File: config.mk
export PLATFORM = sky130hd
export DESIGN_NAME = mem_port_arbiter_flat
export DESIGN_NICKNAME = d
export VERILOG_FILES = /design/src/rtl/mem_port_arbiter_pkg.sv /design/src/rtl/mem_port_arbiter_if.sv /design/src/rtl/mem_port_arbiter_perf_cnt.sv /design/src/rtl/mem_port_arbiter.sv /design/src/flat_wrapper.sv
export SDC_FILE = /design/constraint.sdc
export NUM_CORES = 1
export LEC_CHECK = 0
export CORE_MARGIN = 2
export CORE_UTILIZATION = 43
export CTS_CLUSTER_DIAMETER = 150
export CTS_CLUSTER_SIZE = 14
export DETAILED_ROUTE_END_ITERATION = 10
export PLACE_DENSITY = 0.83
export RECOVER_POWER = 100
export SLEW_MARGIN = 40
export SYNTH_ARGS = -nofsm -noshare
export SYNTH_HDL_FRONTEND = slang
export SYNTH_SLANG_ARGS = --single-unit
File: constraint.sdc
create_clock -name clk -period 2.9 [get_ports clk]
set_input_delay 0.58 -clock clk [delete_from_list [all_inputs] [get_ports clk]]
set_output_delay 0.58 -clock clk [all_outputs]
set_load 0.05 [all_outputs]
File: src/rtl/mem_port_arbiter_pkg.sv
// Shared constants for the memory-port arbiter: access size codes, read/write and
// boolean encodings, FSM state encoding and a size-normalisation helper.
package mem_port_arbiter_pkg;

  localparam logic [1:0] SIZE_BYTE = 2'b00;
  localparam logic [1:0] SIZE_HALF = 2'b01;
  localparam logic [1:0] SIZE_ILL  = 2'b10;
  localparam logic [1:0] SIZE_WORD = 2'b11;

  localparam logic READ  = 1'b0;
  localparam logic WRITE = 1'b1;
  localparam logic TRUE  = 1'b1;
  localparam logic FALSE = 1'b0;

  typedef enum logic [1:0] {
    ST_IDLE    = 2'b00,
    ST_BUSY_IF = 2'b01,
    ST_BUSY_LS = 2'b10
  } arb_state_e;

  // The reserved size code is issued downstream as a full word.
  function automatic logic [1:0] norm_size(input logic [1:0] size);
    return (size == SIZE_ILL) ? SIZE_WORD : size;
  endfunction

endpackage

File: src/rtl/mem_port_arbiter_if.sv
// Bundle of the IF, LSU and downstream-sequencer handshakes around the arbiter.
// slave = arbiter side, master = requesters plus sequencer side.
interface mem_port_arbiter_if #(
  parameter int ADDR_W = 32,
  parameter int DATA_W = 32
);
  logic              if_req;
  logic [ADDR_W-1:0] if_pc;
  logic              if_flush;
  logic              if_ok;
  logic [DATA_W-1:0] if_inst;
  logic [ADDR_W-1:0] if_inst_pc;

  logic              ls_req;
  logic              ls_we;
  logic [1:0]        ls_size;
  logic [ADDR_W-1:0] ls_addr;
  logic [DATA_W-1:0] ls_wdata;
  logic              ls_done;
  logic [DATA_W-1:0] ls_rdata;

  logic              dn_req;
  logic              dn_we;
  logic [1:0]        dn_size;
  logic [ADDR_W-1:0] dn_addr;
  logic [DATA_W-1:0] dn_wdata;
  logic              dn_done;
  logic [DATA_W-1:0] dn_rdata;

  modport slave (
    input  if_req, if_pc, if_flush,
    output if_ok, if_inst, if_inst_pc,
    input  ls_req, ls_we, ls_size, ls_addr, ls_wdata,
    output ls_done, ls_rdata,
    output dn_req, dn_we, dn_size, dn_addr, dn_wdata,
    input  dn_done, dn_rdata
  );

  modport master (
    output if_req, if_pc, if_flush,
    input  if_ok, if_inst, if_inst_pc,
    output ls_req, ls_we, ls_size, ls_addr, ls_wdata,
    input  ls_done, ls_rdata,
    input  dn_req, dn_we, dn_size, dn_addr, dn_wdata,
    output dn_done, dn_rdata
  );
endinterface

File: src/rtl/mem_port_arbiter_perf_cnt.sv
// Grant and stall event counters for the arbiter; present only when MEM_ARB_PERF_EN
// is defined. Counters wrap on overflow.
`ifdef MEM_ARB_PERF_EN
module mem_arb_perf_cnt #(
  parameter int CNT_W = 32
) (
  input  logic             clk,
  input  logic             rst,
  input  logic             if_grant_i,
  input  logic             ls_grant_i,
  input  logic             stall_i,
  output logic [CNT_W-1:0] perf_if_grants_o,
  output logic [CNT_W-1:0] perf_ls_grants_o,
  output logic [CNT_W-1:0] perf_stall_cycles_o
);
  logic [CNT_W-1:0] if_cnt_q, ls_cnt_q, stall_cnt_q;

  always_ff @(posedge clk) begin
    if (rst) begin
      if_cnt_q    <= '0;
      ls_cnt_q    <= '0;
      stall_cnt_q <= '0;
    end else begin
      if (if_grant_i) if_cnt_q    <= if_cnt_q + 1'b1;
      if (ls_grant_i) ls_cnt_q    <= ls_cnt_q + 1'b1;
      if (stall_i)    stall_cnt_q <= stall_cnt_q + 1'b1;
    end
  end

  assign perf_if_grants_o    = if_cnt_q;
  assign perf_ls_grants_o    = ls_cnt_q;
  assign perf_stall_cycles_o = stall_cnt_q;
endmodule
`endif

File: src/rtl/mem_port_arbiter.sv
// Shares the byte-serial RAM sequencer between instruction fetch and load/store, one
// request outstanding. Optional perf counters are enabled by defining MEM_ARB_PERF_EN.
module mem_port_arbiter
  import mem_port_arbiter_pkg::*;
#(
  parameter int ADDR_W       = 32,
  parameter int DATA_W       = 32,
  parameter int STARVE_LIMIT = 4
`ifdef MEM_ARB_PERF_EN
  ,
  parameter int CNT_W        = 32
`endif
) (
  input  logic clk,
  input  logic rst,
  mem_port_arbiter_if.slave bus
`ifdef MEM_ARB_PERF_EN
  ,
  output logic [CNT_W-1:0] perf_if_grants,
  output logic [CNT_W-1:0] perf_ls_grants,
  output logic [CNT_W-1:0] perf_stall_cycles
`endif
);
  localparam int             SW      = $clog2(STARVE_LIMIT + 1);
  localparam logic [SW-1:0]  LIMIT_C = SW'(STARVE_LIMIT);

  arb_state_e        state_q;
  logic              kill_q;
  logic [SW-1:0]     starve_q, starve_d;
  logic              dn_req_q, dn_we_q;
  logic [1:0]        dn_size_q;
  logic [ADDR_W-1:0] dn_addr_q;
  logic [DATA_W-1:0] dn_wdata_q;
  logic              if_ok_q, ls_done_q;
  logic [DATA_W-1:0] if_inst_q, ls_rdata_q, ls_rdata_d;
  logic [ADDR_W-1:0] if_inst_pc_q;
  logic              if_eligible, force_if, grant_if, grant_ls;

  always_comb begin
    // A flush in the same cycle cancels the fetch request before it can win.
    if_eligible = bus.if_req && !bus.if_flush;
    force_if    = if_eligible && (starve_q == LIMIT_C);
    grant_ls    = (state_q == ST_IDLE) && bus.ls_req && !force_if;
    grant_if    = (state_q == ST_IDLE) && if_eligible && !grant_ls;

    starve_d = starve_q;
    if (!bus.if_req || grant_if)
      starve_d = '0;
    else if (grant_ls && (starve_q != LIMIT_C))
      starve_d = starve_q + 1'b1;

    // Load data is returned zero-extended to the issued access size.
    case (dn_size_q)
      SIZE_BYTE: ls_rdata_d = {{(DATA_W-8){1'b0}}, bus.dn_rdata[7:0]};
      SIZE_HALF: ls_rdata_d = {{(DATA_W-16){1'b0}}, bus.dn_rdata[15:0]};
      default:   ls_rdata_d = bus.dn_rdata;
    endcase
  end

  always_ff @(posedge clk) begin
    if (rst) begin
      state_q      <= ST_IDLE;
      kill_q       <= FALSE;
      starve_q     <= '0;
      dn_req_q     <= FALSE;
      dn_we_q      <= FALSE;
      dn_size_q    <= '0;
      dn_addr_q    <= '0;
      dn_wdata_q   <= '0;
      if_ok_q      <= FALSE;
      if_inst_q    <= '0;
      if_inst_pc_q <= '0;
      ls_done_q    <= FALSE;
      ls_rdata_q   <= '0;
    end else begin
      dn_req_q  <= FALSE;
      if_ok_q   <= FALSE;
      ls_done_q <= FALSE;
      starve_q  <= starve_d;
      case (state_q)
        ST_IDLE: begin
          if (grant_ls) begin
            dn_req_q   <= TRUE;
            dn_we_q    <= (bus.ls_we == WRITE);
            dn_size_q  <= norm_size(bus.ls_size);
            dn_addr_q  <= bus.ls_addr;
            dn_wdata_q <= bus.ls_wdata;
            state_q    <= ST_BUSY_LS;
          end else if (grant_if) begin
            dn_req_q   <= TRUE;
            dn_we_q    <= READ;
            dn_size_q  <= SIZE_WORD;
            dn_addr_q  <= bus.if_pc;
            dn_wdata_q <= '0;
            state_q    <= ST_BUSY_IF;
          end
        end
        ST_BUSY_IF: begin
          if (bus.if_flush) kill_q <= TRUE;
          if (bus.dn_done) begin
            if (!kill_q && !bus.if_flush) begin
              if_ok_q      <= TRUE;
              if_inst_q    <= bus.dn_rdata;
              if_inst_pc_q <= dn_addr_q;
            end
            kill_q  <= FALSE;
            state_q <= ST_IDLE;
          end
        end
        ST_BUSY_LS: begin
          if (bus.dn_done) begin
            ls_done_q  <= TRUE;
            ls_rdata_q <= ls_rdata_d;
            state_q    <= ST_IDLE;
          end
        end
        default: state_q <= ST_IDLE;
      endcase
    end
  end

  assign bus.dn_req     = dn_req_q;
  assign bus.dn_we      = dn_we_q;
  assign bus.dn_size    = dn_size_q;
  assign bus.dn_addr    = dn_addr_q;
  assign bus.dn_wdata   = dn_wdata_q;
  assign bus.if_ok      = if_ok_q;
  assign bus.if_inst    = if_inst_q;
  assign bus.if_inst_pc = if_inst_pc_q;
  assign bus.ls_done    = ls_done_q;
  assign bus.ls_rdata   = ls_rdata_q;

`ifdef MEM_ARB_PERF_EN
  logic stall;
  assign stall = (bus.if_req || bus.ls_req) && !(grant_if || grant_ls);

  mem_arb_perf_cnt #(.CNT_W(CNT_W)) u_perf (
    .clk                 (clk),
    .rst                 (rst),
    .if_grant_i          (grant_if),
    .ls_grant_i          (grant_ls),
    .stall_i             (stall),
    .perf_if_grants_o    (perf_if_grants),
    .perf_ls_grants_o    (perf_ls_grants),
    .perf_stall_cycles_o (perf_stall_cycles)
  );
`endif
endmodule

File: src/flat_wrapper.sv
// flat-port wrapper written by rule: the top's interface ports become plain ports
module mem_port_arbiter_flat import mem_port_arbiter_pkg::*;
#(
  parameter int ADDR_W       = 32,
  parameter int DATA_W       = 32,
  parameter int STARVE_LIMIT = 4

)
  (clk, rst, bus_if_req, bus_if_pc, bus_if_flush, bus_if_ok, bus_if_inst, bus_if_inst_pc, bus_ls_req, bus_ls_we, bus_ls_size, bus_ls_addr, bus_ls_wdata, bus_ls_done, bus_ls_rdata, bus_dn_req, bus_dn_we, bus_dn_size, bus_dn_addr, bus_dn_wdata, bus_dn_done, bus_dn_rdata);
  mem_port_arbiter_if #(.ADDR_W(ADDR_W), .DATA_W(DATA_W)) bus_i ();
  input  logic clk;
  input  logic rst;
  input wire logic [$bits(bus_i.if_req)-1:0] bus_if_req;
  input wire logic [$bits(bus_i.if_pc)-1:0] bus_if_pc;
  input wire logic [$bits(bus_i.if_flush)-1:0] bus_if_flush;
  output wire logic [$bits(bus_i.if_ok)-1:0] bus_if_ok;
  output wire logic [$bits(bus_i.if_inst)-1:0] bus_if_inst;
  output wire logic [$bits(bus_i.if_inst_pc)-1:0] bus_if_inst_pc;
  input wire logic [$bits(bus_i.ls_req)-1:0] bus_ls_req;
  input wire logic [$bits(bus_i.ls_we)-1:0] bus_ls_we;
  input wire logic [$bits(bus_i.ls_size)-1:0] bus_ls_size;
  input wire logic [$bits(bus_i.ls_addr)-1:0] bus_ls_addr;
  input wire logic [$bits(bus_i.ls_wdata)-1:0] bus_ls_wdata;
  output wire logic [$bits(bus_i.ls_done)-1:0] bus_ls_done;
  output wire logic [$bits(bus_i.ls_rdata)-1:0] bus_ls_rdata;
  output wire logic [$bits(bus_i.dn_req)-1:0] bus_dn_req;
  output wire logic [$bits(bus_i.dn_we)-1:0] bus_dn_we;
  output wire logic [$bits(bus_i.dn_size)-1:0] bus_dn_size;
  output wire logic [$bits(bus_i.dn_addr)-1:0] bus_dn_addr;
  output wire logic [$bits(bus_i.dn_wdata)-1:0] bus_dn_wdata;
  input wire logic [$bits(bus_i.dn_done)-1:0] bus_dn_done;
  input wire logic [$bits(bus_i.dn_rdata)-1:0] bus_dn_rdata;
  assign bus_i.if_req = bus_if_req;
  assign bus_i.if_pc = bus_if_pc;
  assign bus_i.if_flush = bus_if_flush;
  assign bus_if_ok = bus_i.if_ok;
  assign bus_if_inst = bus_i.if_inst;
  assign bus_if_inst_pc = bus_i.if_inst_pc;
  assign bus_i.ls_req = bus_ls_req;
  assign bus_i.ls_we = bus_ls_we;
  assign bus_i.ls_size = bus_ls_size;
  assign bus_i.ls_addr = bus_ls_addr;
  assign bus_i.ls_wdata = bus_ls_wdata;
  assign bus_ls_done = bus_i.ls_done;
  assign bus_ls_rdata = bus_i.ls_rdata;
  assign bus_dn_req = bus_i.dn_req;
  assign bus_dn_we = bus_i.dn_we;
  assign bus_dn_size = bus_i.dn_size;
  assign bus_dn_addr = bus_i.dn_addr;
  assign bus_dn_wdata = bus_i.dn_wdata;
  assign bus_i.dn_done = bus_dn_done;
  assign bus_i.dn_rdata = bus_dn_rdata;
  mem_port_arbiter #(.ADDR_W(ADDR_W), .DATA_W(DATA_W), .STARVE_LIMIT(STARVE_LIMIT)) u_core (.clk(clk), .rst(rst), .bus(bus_i));
endmodule
==> results.tsv, run 1 <==
metric	value	unit
gr-total-overflow	0	
clk_path_buf_depth	2	
p_int	4.471	mW
cpMostUsedCell	nand2_1	
fp.dieW	123.0	µm
power.share.clock	40.8	%
synth-async-reset-ratio	0	%
cp_slowest_cell	dlygate4sd3_1	
hold_violations	0	
finalNetCount	1083	
synthCells	653	
worst-path-max-fanout	39	
ys_seq_area_share	56.57	%
grt_max_degree	47	
syn_area	6087	µm²
grtUsageTotal	24.16	%
grt_pass1_vias	5408	
hold_class	flip-flop to flip-flop	
synth_area_leaders	dfxtp_1 57%, nand2_1 11%, a22o_1 7.1%	
finalMaxSlewViolations	0	
dr_wl_met3	1666	µm
cts_resized	0	
drc_errors	0	
crit_arrival	2620	ps
core_area	13880	µm²
power_frac_seq	41.5	%
ys_ff_latch	172	
yosysUniqueCellTypes	41	
tightest_slew	834.0	ps
slowest_delay	640	ps
start_kind	input pin	
synth-edff-count	0	
cts.sinks	172	
cts_max_level	4	
die_area	15120	µm²
pwr-share-comb	17.7	%
cp_cell_sequence	dlygate4sd3_1 > nand2_1 > or3_2 > clkbuf_2 > nand2_1 > a21oi_1	
yosys_warnings	0	
drive_gt1_share	5.241	%
num_vias	5722	
setup_violations	0	
ios	303	
switchingPower	1.668	mW
area_growth_syn_to_layout	61.91	%
endpoint_kind	flip-flop	
wl_met1	7205	µm
numCtsBuffers	17	
port_buffers	302	
avgRoutedWirePerCell	16.25	µm
synth_ff_type	dfxtp_1	
drt_iter0_drc	341	
powerDensity	622.9	nW/µm²
slew-limit-headroom	44.40	%
routed_via_density	5.037	
die_h	123.0	µm
ir_worst_vdd	0.4632	mV
drtAntennaViolNets	0	
finalCritPeriodShare	80.62	%
critPathKind	input pin to flip-flop	
place_hpwl	12870	µm
place.gp.congestion	0.7600	
required	3180	ps
wirelength	18460	µm
synth_top_area_share	56.57	%
tns	0	ps
dr_wl_met2	9160	µm
highest-signal-layer	met5	
leakage	4.180	nW
clk_pin_slew	60	ps
grt_setup_unrepaired	false	
status	finished clean	
max_freq	0.4277	GHz
postCtsSetupRepairBufs	0	
avgSynthCellArea	9.322	µm²
root_buffer	clkbuf_16	
yosys.area.top_type	dfxtp_1	
grt_first_pass_wirelength	28020	µm
initial_core_util	43.85	%
clock-skew-final	7.366	ps
maxCapViolations	0	
synth_nets	795	
antenna_found_initial	2	
switching_share	27.17	%
cts_tree	done	
postCtsHoldBufs	0	
holdWs	450.0	ps
num_rows	43	
clk_latency	420	ps
firstDrtPassIters	5	
min_period	2338	ps
sequential cells by signal, summed over array words and instances, names as in the netlist:
register / cells
u_core.bus.dn_addr: 32
u_core.bus.dn_wdata: 32
u_core.bus.if_inst: 32
u_core.bus.if_inst_pc: 32
u_core.bus.ls_rdata: 32
u_core.starve_q: 3
u_core.bus.dn_size: 2
u_core.state_q: 2
u_core.bus.dn_req: 1
u_core.bus.dn_we: 1
u_core.bus.if_ok: 1
u_core.bus.ls_done: 1
u_core.kill_q: 1
logic make-up after synthesis:
kind of cell	synth area share (%)
compound gates	17.94
xor+xnor	0.2878
fa+ha+maj	1.028
buf+inv	4.255
flops	56.57
mux	5.427
simple gates	14.49
worst paths after layout:
path                          from               endpoint  slack, ps  cells after the start
max                    bus_dn_done  u_core.bus.if_inst[4]        560                      6
min          u_core.bus.if_inst[8]  u_core.bus.if_inst[8]        450                      2
max reg2reg      u_core.state_q[1]  u_core.bus.if_inst[4]        800                      7
min reg2reg  u_core.bus.if_inst[8]  u_core.bus.if_inst[8]        450                      2
layout by cell type (no fill, tap or decap), drive strengths merged, types with 2 or more instances in the layout:
cell type      synthesis  layout
clkbuf                14      24
nand2                181     181
or2                    2       2
bufinv                 0       5
o21ai                 35      35
mux2i                 33      33
dfxtp                172     172
dlygate4sd3            0     168
a22o                  49      49
inv                    5       5
ha                     5       5
nor2                  19      19
clkinv                 0       5
nor2b                  3       3
nor3                   4       4
clkdlybuf4s50          0     133
buf                   32      11
a21oi                 74      74
nand3                  2       2
diode                  0       2
a22oi                  8       8
critical path, delay by kind of cell:
| family | cells | cell delay (ps) |
|---|---|---|
| buf+inv | 2 | 1140 |
| compound gates | 1 | 90 |
| simple gates | 3 | 800 |
area by class of cell:
class | instances | area (µm²)
Multi-Input combinational cell | 430 | 2391
Clock inverter | 11 | 190.2
Fill cell | 1074 | 4025
Clock buffer | 21 | 460.4
Sequential cell | 172 | 3443
Timing Repair Buffer | 315 | 3122
Tap cell | 180 | 225.2
Inverter | 5 | 18.77
Antenna cell | 2 | 5.005
Yosys cell counts, types with 2 or more instances:
cell type,n
nand2_1,180
ha_1,5
a21oi_1,74
a22oi_1,8
buf_4,4
dfxtp_1,172
nor2_1,17
clkbuf_1,14
nand3_1,2
buf_6,3
buf_2,24
nor3_1,3
nor2b_1,2
inv_1,4
a22o_1,49
mux2i_1,33
o21ai_1,34
or2_1,2
metal layers:
layer	vias to the layer above	GRT usage [%]
met5	-	0
met1	2642	27.58
met2	242	40.68
met4	2	10.23
met3	32	8.902
li1	2804	-
power by group through the flow:
stage	registers, mW	clock network (mW)	logic, mW
after floorplan	2.97	0	0.283
after detailed placement	2.60	0	1.14
final	2.55	2.50	1.09
after CTS	2.55	2.53	1.14
after global routing	2.56	2.63	1.14
after global placement	2.60	0	1.13
per-stage QoR:
stage                     setup slack, ps  cell area [µm²]  instances  utilization (%)  power, mW
final                               562.0             9856       1136            71.00      6.139
after global routing                411.6             9853       1135            70.98      6.339
after CTS                           634.1             9874       1134            71.14      6.226
after detailed placement            411.5             9224       1102            66.45      3.743
after global placement              425.7             9224       1102            66.45      3.735
after floorplan                      1281             6087        653                -      3.254
Power figures use the tool's default switching activity.
==> inputs of run 2 (changes only) <==
--- a/config.mk
+++ b/config.mk
@@ -6,11 +6,11 @@
 export NUM_CORES = 1
 export LEC_CHECK = 0
 export CORE_MARGIN = 2
-export CORE_UTILIZATION = 43
+export CORE_UTILIZATION = 40
 export CTS_CLUSTER_DIAMETER = 150
 export CTS_CLUSTER_SIZE = 14
 export DETAILED_ROUTE_END_ITERATION = 10
-export PLACE_DENSITY = 0.83
+export PLACE_DENSITY = 0.78
 export RECOVER_POWER = 100
 export SLEW_MARGIN = 40
 export SYNTH_ARGS = -nofsm -noshare
==> constraint.sdc (replaced) <==
create_clock -name clk -period 2.4 [get_ports clk]
set_input_delay 0.48 -clock clk [delete_from_list [all_inputs] [get_ports clk]]
set_output_delay 0.48 -clock clk [all_outputs]
set_load 0.05 [all_outputs]
==> run 2 against run 1 <==
Net effect:
- via count is 1.7% lower
- sequential cell count unchanged
- final area about the same
- final cell count up 0.79%
- worst hold slack worse by 2.9 ps
- utilization fell by 5.5 points
- critical path depth decreased by 5
- wire length decreased by 4.3%
- largest cell class unchanged
==> results.tsv, run 2 (synthesis results as in run 1) <==
metric	value	unit	change
final_common_cell	nand2_1		
cts.sinks	172		unchanged
worst-path-max-fanout	3		-92%
grtUsageTotal	21.75	%	-2.4 points
hold_class	flip-flop to flip-flop		
fp.dieW	127.4	µm	+3.6%
start_kind	flip-flop		
ios	303		unchanged
initial_core_util	40.49	%	-3.4 points
maxCapViolations	0		unchanged
postCtsHoldBufs	0		unchanged
holdWs	447.1	ps	-2.871 ps
r2r_cells	7		unchanged
powerDensity	715.8	nW/µm²	+15%
drtAntennaViolNets	0		unchanged
dpl.cell_count	1113		+1.0%
cp_slowest_cell	dlygate4sd3_1		
setup_violations	0		unchanged
place.gp.congestion	0.7836		+3.1%
slew-limit-headroom	20.69	%	-24 points
antenna_found_initial	0		-2
clk_pin_slew	60	ps	about the same
dr_wl_met3	1397	µm	-16%
drive_gt1_share	5.329	%	+0.088 points
tns	0	ps	unchanged
avgRoutedWirePerCell	15.43	µm	-5.0%
numCtsBuffers	17		unchanged
required	1920	ps	-1260 ps
endpoint_kind	output port		
max_freq	0.4530	GHz	
wl_met1	7189	µm	-0.22%
place_ws	101.4	ps	-310.1 ps
crit_cells	1		-5
slowest_delay	910	ps	+270 ps
status	finished clean		
area_growth_syn_to_layout	61.83	%	about the same
num_vias	5627		-1.7%
fin_area	9851	µm²	about the same
gr-total-overflow	0		unchanged
final_cells	1145		+0.79%
crit_buf_inv	1		-1
clk_path_buf_depth	2		unchanged
seqCellArea	3443	µm²	unchanged
min_period	2207	ps	
drc_errors	0		unchanged
whs_path_depth	2		unchanged
firstDrtPassIters	5		unchanged
cts_max_level	4		unchanged
routed_via_density	4.914		-2.4%
leakage	4.155	nW	-0.59%
postCtsSetupRepairBufs	0		unchanged
drt_iter0_drc	243		-29%
place_hpwl	12600	µm	-2.1%
clk_latency	420	ps	about the same
clock-skew-final	9.829	ps	+2.462 ps
ff2ff_setup_slack	310	ps	-490 ps
die_area	16220	µm²	+7.3%
cts_resized	0		unchanged
multi_input_area	2401	µm²	+0.42%
finalMaxSlewViolations	0		unchanged
grt_max_degree	67		+43%
grt_pass1_vias	5429		+0.39%
root_buffer	clkbuf_16		
grt_setup_unrepaired	false		
num_rows	45		+4.7%
layout_setup_ws	192.6	ps	-369.4 ps
antenna_cells	0		-2
crit_family	buffers and inverters		
ir_worst_vdd	0.4665	mV	+0.72%
finalCritPeriodShare	91.97	%	
critPathKind	flip-flop to output port		
port_buffers	302		unchanged
num-fill-cells	1247		+16%
cts_tree	done		
dr_wl_met2	8606	µm	-6.0%
cp_cell_sequence	dlygate4sd3_1		
crit_arrival	1730	ps	-890 ps
highest-signal-layer	met4		
die_h	127.4	µm	+3.6%
tightest_slew	1185	ps	+351.3 ps
final_cell_mix	181 x nand2_1, 172 x dfxtp_1, 167 x dlygate4sd3_1, 134 x clkdlybuf4s50_1, 74 x a21oi_1		
place_area	9319	µm²	+1.0%
grt_first_pass_wirelength	28030	µm	about the same
finalNetCount	1086		+0.28%
wirelength	17670	µm	-4.3%
hold_violations	0		unchanged
core_area	15030	µm²	+8.3%
[run 2: report_power, final]
part	switching, mW	internal (mW)
logic	0.806	0.513
registers	0.0832	2.99
clock network	1.10	1.56
[run 2: metrics by stage]
step | util [%] | power, mW
6_report | 65.53 | 7.051
5_1_grt | 65.53 | 7.325
2_1_floorplan | - | 3.932
4_1_cts | 65.79 | 7.198
3_3_place_gp | 61.99 | 4.531
3_5_place_dp | 61.99 | 4.540
[run 2: cell type report]
| class | instances | share of cell area [%] |
|---|---|---|
| Sequential cell | 172 | 34.95 |
| Timing Repair Buffer | 318 | 32.29 |
| Multi-Input combinational cell | 430 | 24.37 |
| Clock buffer | 22 | 4.611 |
| Tap cell | 188 | 2.388 |
| Clock inverter | 10 | 1.194 |
| Inverter | 5 | 0.1905 |
[run 2: worst paths after layout]
path                     startpoint                      to
min          u_core.bus.if_inst[13]  u_core.bus.if_inst[13]
max reg2reg       u_core.state_q[0]  u_core.bus.dn_addr[25]
min reg2reg  u_core.bus.if_inst[13]  u_core.bus.if_inst[13]
max          u_core.bus.dn_addr[10]         bus_dn_addr[10]
[run 2: routing by layer]
layer | track usage (%) | up-vias
met1 | 25.04 | 2581
met5 | 0 | -
met4 | 9.308 | 0
li1 | - | 2813
met3 | 7.621 | 31
met2 | 36.71 | 202
